--- src/rtl/aes_pkg.sv ---
// Shared definitions for the AES serial loader: block width, legal key sizes
// and the loader FSM encoding.
package aes_pkg;

  localparam int unsigned DATA_W = 128;
  localparam int unsigned NK_128 = 4;
  localparam int unsigned NK_192 = 6;
  localparam int unsigned NK_256 = 8;

  typedef enum logic [1:0] {
    IDLE,
    SHIFT_D,
    SHIFT_K,
    CHECK
  } state_t;

  typedef enum logic {
    CH_DATA,
    CH_KEY
  } chan_t;

  function automatic logic nk_legal(input int unsigned nk);
    return (nk == NK_128) || (nk == NK_192) || (nk == NK_256);
  endfunction

endpackage

--- src/rtl/serial_shift_reg.sv ---
// MSB-first serial shift register with parallel load and a saturating bit
// counter that stops at W+1 so overlong frames stay distinguishable.
module serial_shift_reg #(
  parameter int unsigned W     = 128,
  parameter int unsigned CNT_W = 8
) (
  input  logic             clk,
  input  logic             rst_n,
  input  logic             en,
  input  logic             clr_cnt,
  input  logic             din,
  input  logic             load,
  input  logic [W-1:0]     load_val,
  output logic [W-1:0]     q,
  output logic             msb,
  output logic [CNT_W-1:0] cnt
);

  localparam logic [CNT_W-1:0] CNT_MAX = CNT_W'(W + 1);

  always_ff @(posedge clk or negedge rst_n) begin
    if (!rst_n) begin
      q   <= '0;
      cnt <= '0;
    end else begin
      if (en) begin
        q <= {q[W-2:0], din};
      end else if (load) begin
        q <= load_val;
      end
      if (clr_cnt) begin
        cnt <= '0;
      end else if (en && (cnt != CNT_MAX)) begin
        cnt <= cnt + 1'b1;
      end
    end
  end

  assign msb = q[W-1];

endmodule

--- src/rtl/aes_serial_loader.sv ---
// Serial front end for the AES core: frames data/key over two cs-selected
// shift channels, validates frame length, commits and issues start.
module aes_serial_loader
  import aes_pkg::*;
#(
  parameter int unsigned NK    = 6,
  parameter int unsigned KEY_W = NK * 32,
  parameter int unsigned CNT_W = $clog2(KEY_W + 2)
) (
  input  logic              clk,
  input  logic              rst_n,
  input  logic              cs_data,
  input  logic              cs_key,
  input  logic              mosi,
  output logic              miso_data,
  output logic              miso_key,
  output logic [DATA_W-1:0] data_out,
  output logic [KEY_W-1:0]  key_out,
  output logic              start,
  input  logic              core_busy,
  input  logic [DATA_W-1:0] result_in,
  input  logic              result_valid,
  output logic              frame_err,
  output logic              data_valid,
  output logic              key_valid
);

  if (!nk_legal(NK)) begin : g_bad_nk
    $error("aes_serial_loader: NK must be 4, 6 or 8");
  end
  if (KEY_W != NK * 32) begin : g_bad_key_w
    $error("aes_serial_loader: KEY_W must equal NK*32");
  end

  state_t            state;
  chan_t             chan;
  logic [DATA_W-1:0] d_q;
  logic [KEY_W-1:0]  k_q;
  logic [CNT_W-1:0]  d_cnt;
  logic [CNT_W-1:0]  k_cnt;
  logic              both_low;
  logic              enter_d;
  logic              enter_k;
  logic              shift_d;
  logic              shift_k;
  logic              load_d;
  logic              data_ok;
  logic              key_ok;
  logic              issue;

  // A data commit with a held key issues straight from CHECK, so start lands
  // in the same cycle as the commit rather than one IDLE cycle later.
  always_comb begin
    both_low = !cs_data && !cs_key;
    enter_d  = (state == IDLE) && !cs_data && cs_key;
    enter_k  = (state == IDLE) && cs_data && !cs_key;
    shift_d  = (state == SHIFT_D) && !cs_data && cs_key;
    shift_k  = (state == SHIFT_K) && cs_data && !cs_key;
    load_d   = result_valid && (state != SHIFT_D);
    data_ok  = (state == CHECK) && (chan == CH_DATA) && (d_cnt == CNT_W'(DATA_W));
    key_ok   = (state == CHECK) && (chan == CH_KEY) && (k_cnt == CNT_W'(KEY_W));
    issue    = key_valid && !core_busy &&
               (((state == IDLE) && data_valid) || (data_ok && !both_low));
  end

  serial_shift_reg #(
    .W     (DATA_W),
    .CNT_W (CNT_W)
  ) u_data_sr (
    .clk      (clk),
    .rst_n    (rst_n),
    .en       (shift_d),
    .clr_cnt  (enter_d),
    .din      (mosi),
    .load     (load_d),
    .load_val (result_in),
    .q        (d_q),
    .msb      (miso_data),
    .cnt      (d_cnt)
  );

  serial_shift_reg #(
    .W     (KEY_W),
    .CNT_W (CNT_W)
  ) u_key_sr (
    .clk      (clk),
    .rst_n    (rst_n),
    .en       (shift_k),
    .clr_cnt  (enter_k),
    .din      (mosi),
    .load     (1'b0),
    .load_val ('0),
    .q        (k_q),
    .msb      (miso_key),
    .cnt      (k_cnt)
  );

  always_ff @(posedge clk or negedge rst_n) begin
    if (!rst_n) begin
      state      <= IDLE;
      chan       <= CH_DATA;
      data_out   <= '0;
      key_out    <= '0;
      start      <= 1'b0;
      frame_err  <= 1'b0;
      data_valid <= 1'b0;
      key_valid  <= 1'b0;
    end else begin
      start     <= issue;
      frame_err <= result_valid && (state == SHIFT_D);
      if (issue) begin
        data_valid <= 1'b0;
      end
      if (both_low) begin
        state     <= IDLE;
        frame_err <= 1'b1;
      end else begin
        case (state)
          IDLE: begin
            if (enter_d) begin
              state <= SHIFT_D;
              chan  <= CH_DATA;
            end else if (enter_k) begin
              state <= SHIFT_K;
              chan  <= CH_KEY;
            end
          end
          SHIFT_D: if (cs_data) state <= CHECK;
          SHIFT_K: if (cs_key) state <= CHECK;
          CHECK: begin
            state <= IDLE;
            if (data_ok) begin
              data_out   <= d_q;
              data_valid <= !issue;
            end else if (key_ok) begin
              key_out   <= k_q;
              key_valid <= 1'b1;
            end else begin
              frame_err <= 1'b1;
            end
          end
          default: state <= IDLE;
        endcase
      end
    end
  end

endmodule

--- config.mk ---
export PLATFORM = sky130hd
export DESIGN_NAME = aes_serial_loader
export DESIGN_NICKNAME = d
export VERILOG_FILES = /design/src/rtl/aes_pkg.sv /design/src/rtl/serial_shift_reg.sv /design/src/rtl/aes_serial_loader.sv
export SDC_FILE = /design/constraint.sdc
export NUM_CORES = 1
export LEC_CHECK = 0
export BUFFER_PORTS_ARGS = -buffer_cell sky130_fd_sc_hd__buf_2
export CORE_UTILIZATION = 45
export DETAILED_ROUTE_END_ITERATION = 6
export PLACE_DENSITY = 0.71
export SYNTH_ARGS = -nofsm -noshare
export SYNTH_HDL_FRONTEND = slang
export SYNTH_HIERARCHICAL = 1
export SYNTH_SLANG_ARGS = --single-unit
export TNS_END_PERCENT = 100
--- constraint.sdc ---
create_clock -name clk -period 2.3 [get_ports clk]
set_clock_uncertainty 0.2 [all_clocks]
set_input_delay 0.69 -clock clk [delete_from_list [all_inputs] [get_ports clk]]
set_output_delay 0.69 -clock clk [all_outputs]
set_load 0.01 [all_outputs]
# Word-level counts from Yosys, hierarchy flattened
# Index checks and enable logic that the tools add are counted.
word_totals:
  regBits: 663
  in_bits: 135
  out_inout_bits: 326
  elab_cells: 86
classes:
  add_sub_neg: 2
  eq_ne: 11
  mux: 22
  n_bitwise: 3
  reduce_logical: 36
ops:
  columns: ["operator", "n"]
  rows:
  - ["$mux W128", 2]
  - ["$mux W8", 4]
  - ["$logic_and A1 B1 Y1", 21]
  - ["$add A8 B1 Y8 const B", 2]
  - ["$eq A8 B8 Y1 const B", 2]
  - ["$ne A8 B8 Y1 const B", 2]
  - ["$mux W1", 10]
  - ["$mux W2", 5]
  - ["$reduce_and A3 Y1", 3]
  - ["$pmux W2 S4", 1]
  - ["$reduce_bool A2 Y1", 4]
  - ["$ne A3 B3 Y1 const B", 2]
  - ["$logic_not A1 Y1", 5]
  - ["$eq A2 B2 Y1 const B", 2]
  - ["$ne A4 B4 Y1 const B", 1]
  - ["$reduce_and A4 Y1", 1]
  - ["$not A1 Y1", 3]
  - ["$eq A2 B1 Y1 const B", 1]
  - ["$logic_not A2 Y1", 1]
  - ["$ne A2 B1 Y1 const B", 1]
  - ["$logic_or A1 B1 Y1", 1]

# Depth between registers and ports, before layout
logic_depth:
  ltp_word: 10
  ltp_mapped: 8

# Modules after synthesis
# The synthesis kept the hierarchy.
modules_own_cells:
  columns: ["mod", "instances", "cells_per_inst", "area_per_inst_um2"]
  rows:
  - ["aes_serial_loader", 1, 729, 13150.1]
  - ["serial_shift_reg at u_key_sr", 1, 879, 9250.1]
  - ["serial_shift_reg at u_data_sr", 1, 601, 6298.5]

# Worst setup path before layout
# OpenSTA, ideal clock, no wires.
synth_timing:
  path_type: "input -> register"
  start: "input cs_data"
  end: "register key_out[122]"
  setup_ns: 0.125
  arrival_time_ns: 1.877
  required_time_ns: 1.975
  setup_slack_ns: 0.098
  cell_stages: 7
  cell_sequence: "buf_2 -> o21a_1 -> and4_1 -> buf_2 -> buf_6 -> buf_6 -> mux2_4"
synth_between:
  elab_chain_len: 4
synth_rtl:
  columns: ["element", "line", "text"]
  rows:
  - ["from (decl)", "aes_serial_loader.sv:12", "input logic cs_data,"]
  - ["$logic_not A1 Y1", "aes_serial_loader.sv:54", "both_low = !cs_data && !cs_key;"]
  - ["$logic_and A1 B1 Y1", "aes_serial_loader.sv:54", null]
  - ["$not A1 Y1 (no line)", null, null]
  - ["$reduce_and A4 Y1 (no line)", null, null]
  - ["to (signal assigned)", "aes_serial_loader.sv:136", "key_out <= k_q;"]
  - ["to (decl)", "aes_serial_loader.sv:18", "output logic [KEY_W-1:0] key_out,"]
# Every way passes these cells.
# A chain may end at the register's enable or synchronous reset.

# Worst setup path after layout
layout_timing:
  start: "register state[0]"
  end: "register key_out[20]"
layout_between:
  elab_chain_len: 5
  elab_cells_between_ends: 7
  classes_between: "eq/ne: 1; bitwise: 1; reduce/logical: 5"
layout_rtl:
  columns: ["element", "line", "text"]
  rows:
  - ["from (decl)", "aes_serial_loader.sv:35", "state_t state;"]
  - ["from (signal assigned)", "aes_serial_loader.sv:100", "state <= IDLE;"]
  - ["from (signal assigned)", "aes_serial_loader.sv:115", "state <= IDLE;"]
  - ["from (signal assigned)", "aes_serial_loader.sv:121", "state <= SHIFT_D;"]
  - ["$eq A2 B2 Y1 *", "aes_serial_loader.sv:60, aes_serial_loader.sv:61, aes_serial_loader.sv:118", null]
  - ["$logic_and A1 B1 Y1 (2 in series)", "aes_serial_loader.sv:60", "data_ok = (state == CHECK) && (chan == CH_DATA) && (d_cnt == CNT_W'(DATA_W));"]
  - ["$not A1 Y1 (no line)", null, null]
  - ["$reduce_and A4 Y1 (no line) *", null, null]
# Mark *: on every way between the ends. The rest lies on a longest branch, timed or not.

==> impl_metrics.tcl <==
set metrics [dict create \
    outcome "finished clean" \
    place_hpwl_mm 47.2 \
    crit_buf_inv 2 \
    p_int_mw 22.6 \
    whs_path_depth 3 \
    drt_pre_antenna_iters 5 \
    post_cts_buffers 0 \
    die-area_um2 64800 \
    cts_tree "built" \
    leakage_nw 18.2 \
    switching_share_pct 28.3 \
    layout_commonest_cell "dfrtp_1" \
    vias 18976 \
    met1_length_mm 29.3 \
    cpMostUsedCell "buf_12" \
    crit_required_ns 2.58 \
    hp-class "in -> reg" \
    worstSetupPathType "reg -> reg" \
    drv_slew 0 \
    combPwrFrac_pct 13.6 \
    route.met2.wl_mm 32.4 \
    cts_buffers 73 \
    core_um2 63100 \
    wirelength_mm 68.2 \
    viasPerCell 5.01 \
    die_w_um 255 \
    crit_path_cell_trace "ha_1 -> o21a_1 -> and4_4 -> buf_12 -> buf_12 -> mux2_2" \
    vdd_drop_max_mv 0.595 \
    power_density_nw_per_um2 888 \
    synthArstFlopShare_pct 100 \
    synth-seq-cells 663 \
    cts_buffer_depth 3 \
    antenna_left 0 \
    drtIter0Drc 1149 \
    synth_edf_count 0 \
    cap_violations 0 \
    fin_crit_sh_pct 94.5 \
    dieHeight_um 255 \
    whs_ns 0.161 \
    finalCriticalPeriod_ns 2.17 \
    antenna_found_initial 12 \
    fmax_mhz 460 \
    wl_per_cell_um 18.0 \
    yosys_warnings 6 \
    io_buffer_count 460 \
    grt_use_total_pct 20.7 \
    root_buffer "clkbuf_16" \
    cts.clk_slew.worst_paths_ns 0.06 \
    overflow 0 \
    rsz0062_at_grt "false" \
    relSlewSlack_pct 33.1 \
    crit_path_top_delay_cell "dfrtp_1" \
    cts.sinks 663 \
    power.switching_mw 8.90 \
    globalplace.congestion 0.808 \
    crit_fanout 22 \
    top_layer "met5" \
    grt_pass1_vias 19320 \
    fin_setup_tns_ns 0 \
    htreeDepth 3 \
    worstRegToRegCells 6 \
    path_depth 6 \
    p_clk_share_pct 37.1 \
    synth.distinct_cells 45 \
    clk_latency_ns 0.60 \
    syn_to_final_growth_pct 23.6 \
    placementRows 92 \
    grt_pass1_wl_mm 106 \
    pin_count 461 \
    drive_gt1_share_pct 30.8 \
    synth_area_um2 28700 \
    tightest_slew_ns 1.00 \
    yosysSeqAreaShare_pct 57.8 \
    cp-end-kind "flop" \
    synthFlopType "dfrtp_1" \
    grt_max_degree 193 \
    startpoint_type "flop" \
    avgSynthCellArea_um2 13.0 \
    timing_hold_violations_final 0 \
    synthCells 2209 \
    crit_family "buffers and inverters" \
    cpPeakStageDelay_ns 0.39 \
    sequentialPowerShare_pct 49.3 \
    cp.arrival_ns 2.45 \
    wl_met3_mm 4.01 \
    drc_errors 0 \
    setup_viol 0 \
    mostFrequentLayoutCells "dfrtp_1 (663), buf_2 (459), nand2_1 (327)" \
    start_util_pct 45.5 \
    nNetsFinal 3025 \
]
==> registers in the layout, summed over array words and instances, names as in the netlist <==
name,flops
u_key_sr/cnt,8
state,2
u_key_sr/q,192
key_out,192
u_data_sr/cnt,8
frame_err,1
start,1
data_out,128
key_valid,1
chan,1
u_data_sr/q,128
data_valid,1
==> synth_stat cells, types with 2 or more instances <==
library cell	number	area (um2)
nand2b_1	2	12.5
nor2_1	9	33.8
nand2_1	327	1230
buf_6	38	428
xor2_1	6	52.6
o21ai_0	239	1200
or3_1	4	25.0
mux2i_1	321	3210
and3b_1	4	35.0
a211oi_1	4	30.0
buf_4	31	233
ha_1	9	113
inv_1	9	33.8
nor3b_1	2	15.0
o21ai_1	85	425
nand4_1	7	43.8
mux2_1	98	1100
nand3_1	5	25.0
mux2_4	170	2550
dfrtp_1	663	16600
a21oi_1	9	45.0
clkbuf_1	38	143
mux2_2	58	653
nor3_1	4	20.0
nor2b_1	6	37.5
buf_2	42	210
==> metrics by stage <==
step                instances  utilization (%)  cell area [um2]  power [mW]  setup slack (ns)
floorplan                2401                -            29400        18.1            0.0980
global placement         3651             52.4            33000        19.6           -0.0800
detailed placement       3651             52.4            33000        20.0           -0.0905
CTS                      3784             56.2            35400        31.8            0.0724
global route             3787             56.2            35500        33.0            0.0441
finish                   3789             56.2            35500        31.5             0.127
==> cell type report <==
class	instances	area (um2)
inverter	9	33.8
clock inverter	21	235
multi-input combinational	1579	11800
clock buffer	111	2180
timing repair buffer	555	3570
sequential	663	16600
tap	846	1060
fill	5234	27600
antenna	5	12.5
==> worst paths after layout <==
path	from	slack, ns	to
min in group asynchronous	rst_n	0.36	key_out[66]
hold / removal	result_in[94]	0.16	u_data_sr/q[94]
setup / recovery	state[0]	0.13	key_out[20]
max in group asynchronous	rst_n	0.60	u_data_sr/q[4]
hold reg to reg	data_out[91]	0.28	data_out[91]
setup reg to reg	state[0]	0.13	key_out[20]
==> per-layer routing <==
layer,up-vias,global-route usage [%]
met1,9490,26.7
met4,16,7.68
met3,146,5.83
met5,-,0
met2,470,33.2
li1,8854,-
==> worst reg2reg max path, delay by kind of cell (launching register included) <==
family / cells / cell delay (ns)
buffers and inverters: 2 / 0.43
adder cells (fa/ha/maj): 1 / 0.20
AO/OA/AOI/OAI: 1 / 0.19
multiplexers: 1 / 0.37
AND/OR/NAND/NOR: 1 / 0.28
flip-flops: 1 / 0.39
==> power by group through the flow <==
stage	Clock, mW	Combinational [mW]	Sequential, mW
after CTS	12.0	4.28	15.6
final	11.7	4.28	15.5
after detailed placement	0	4.26	15.7
after floorplan	0	3.06	15.0
after global routing	12.4	4.79	15.8
after global placement	0	4.02	15.6
==> logic make-up after synthesis <==
kind of cell    count (synthesis)  synth area share [%]
other cells                     1                0.0131
simple gates                  378                  5.51
compound gates                346                  6.18
flops                         663                  57.8
buf+inv                       159                  3.70
xor+xnor                        6                 0.183
mux                           647                  26.2
fa+ha+maj                       9                 0.392
==> what timing repair did <==
item / 4_1_cts / 5_1_grt
hold buffers: 1 / 0
setup endpoints to repair: 0 / 5
gates resized for setup: 0 / 1
hold endpoints to repair: 9 / 0
Note: power is estimated with default switching activity, not from simulation.
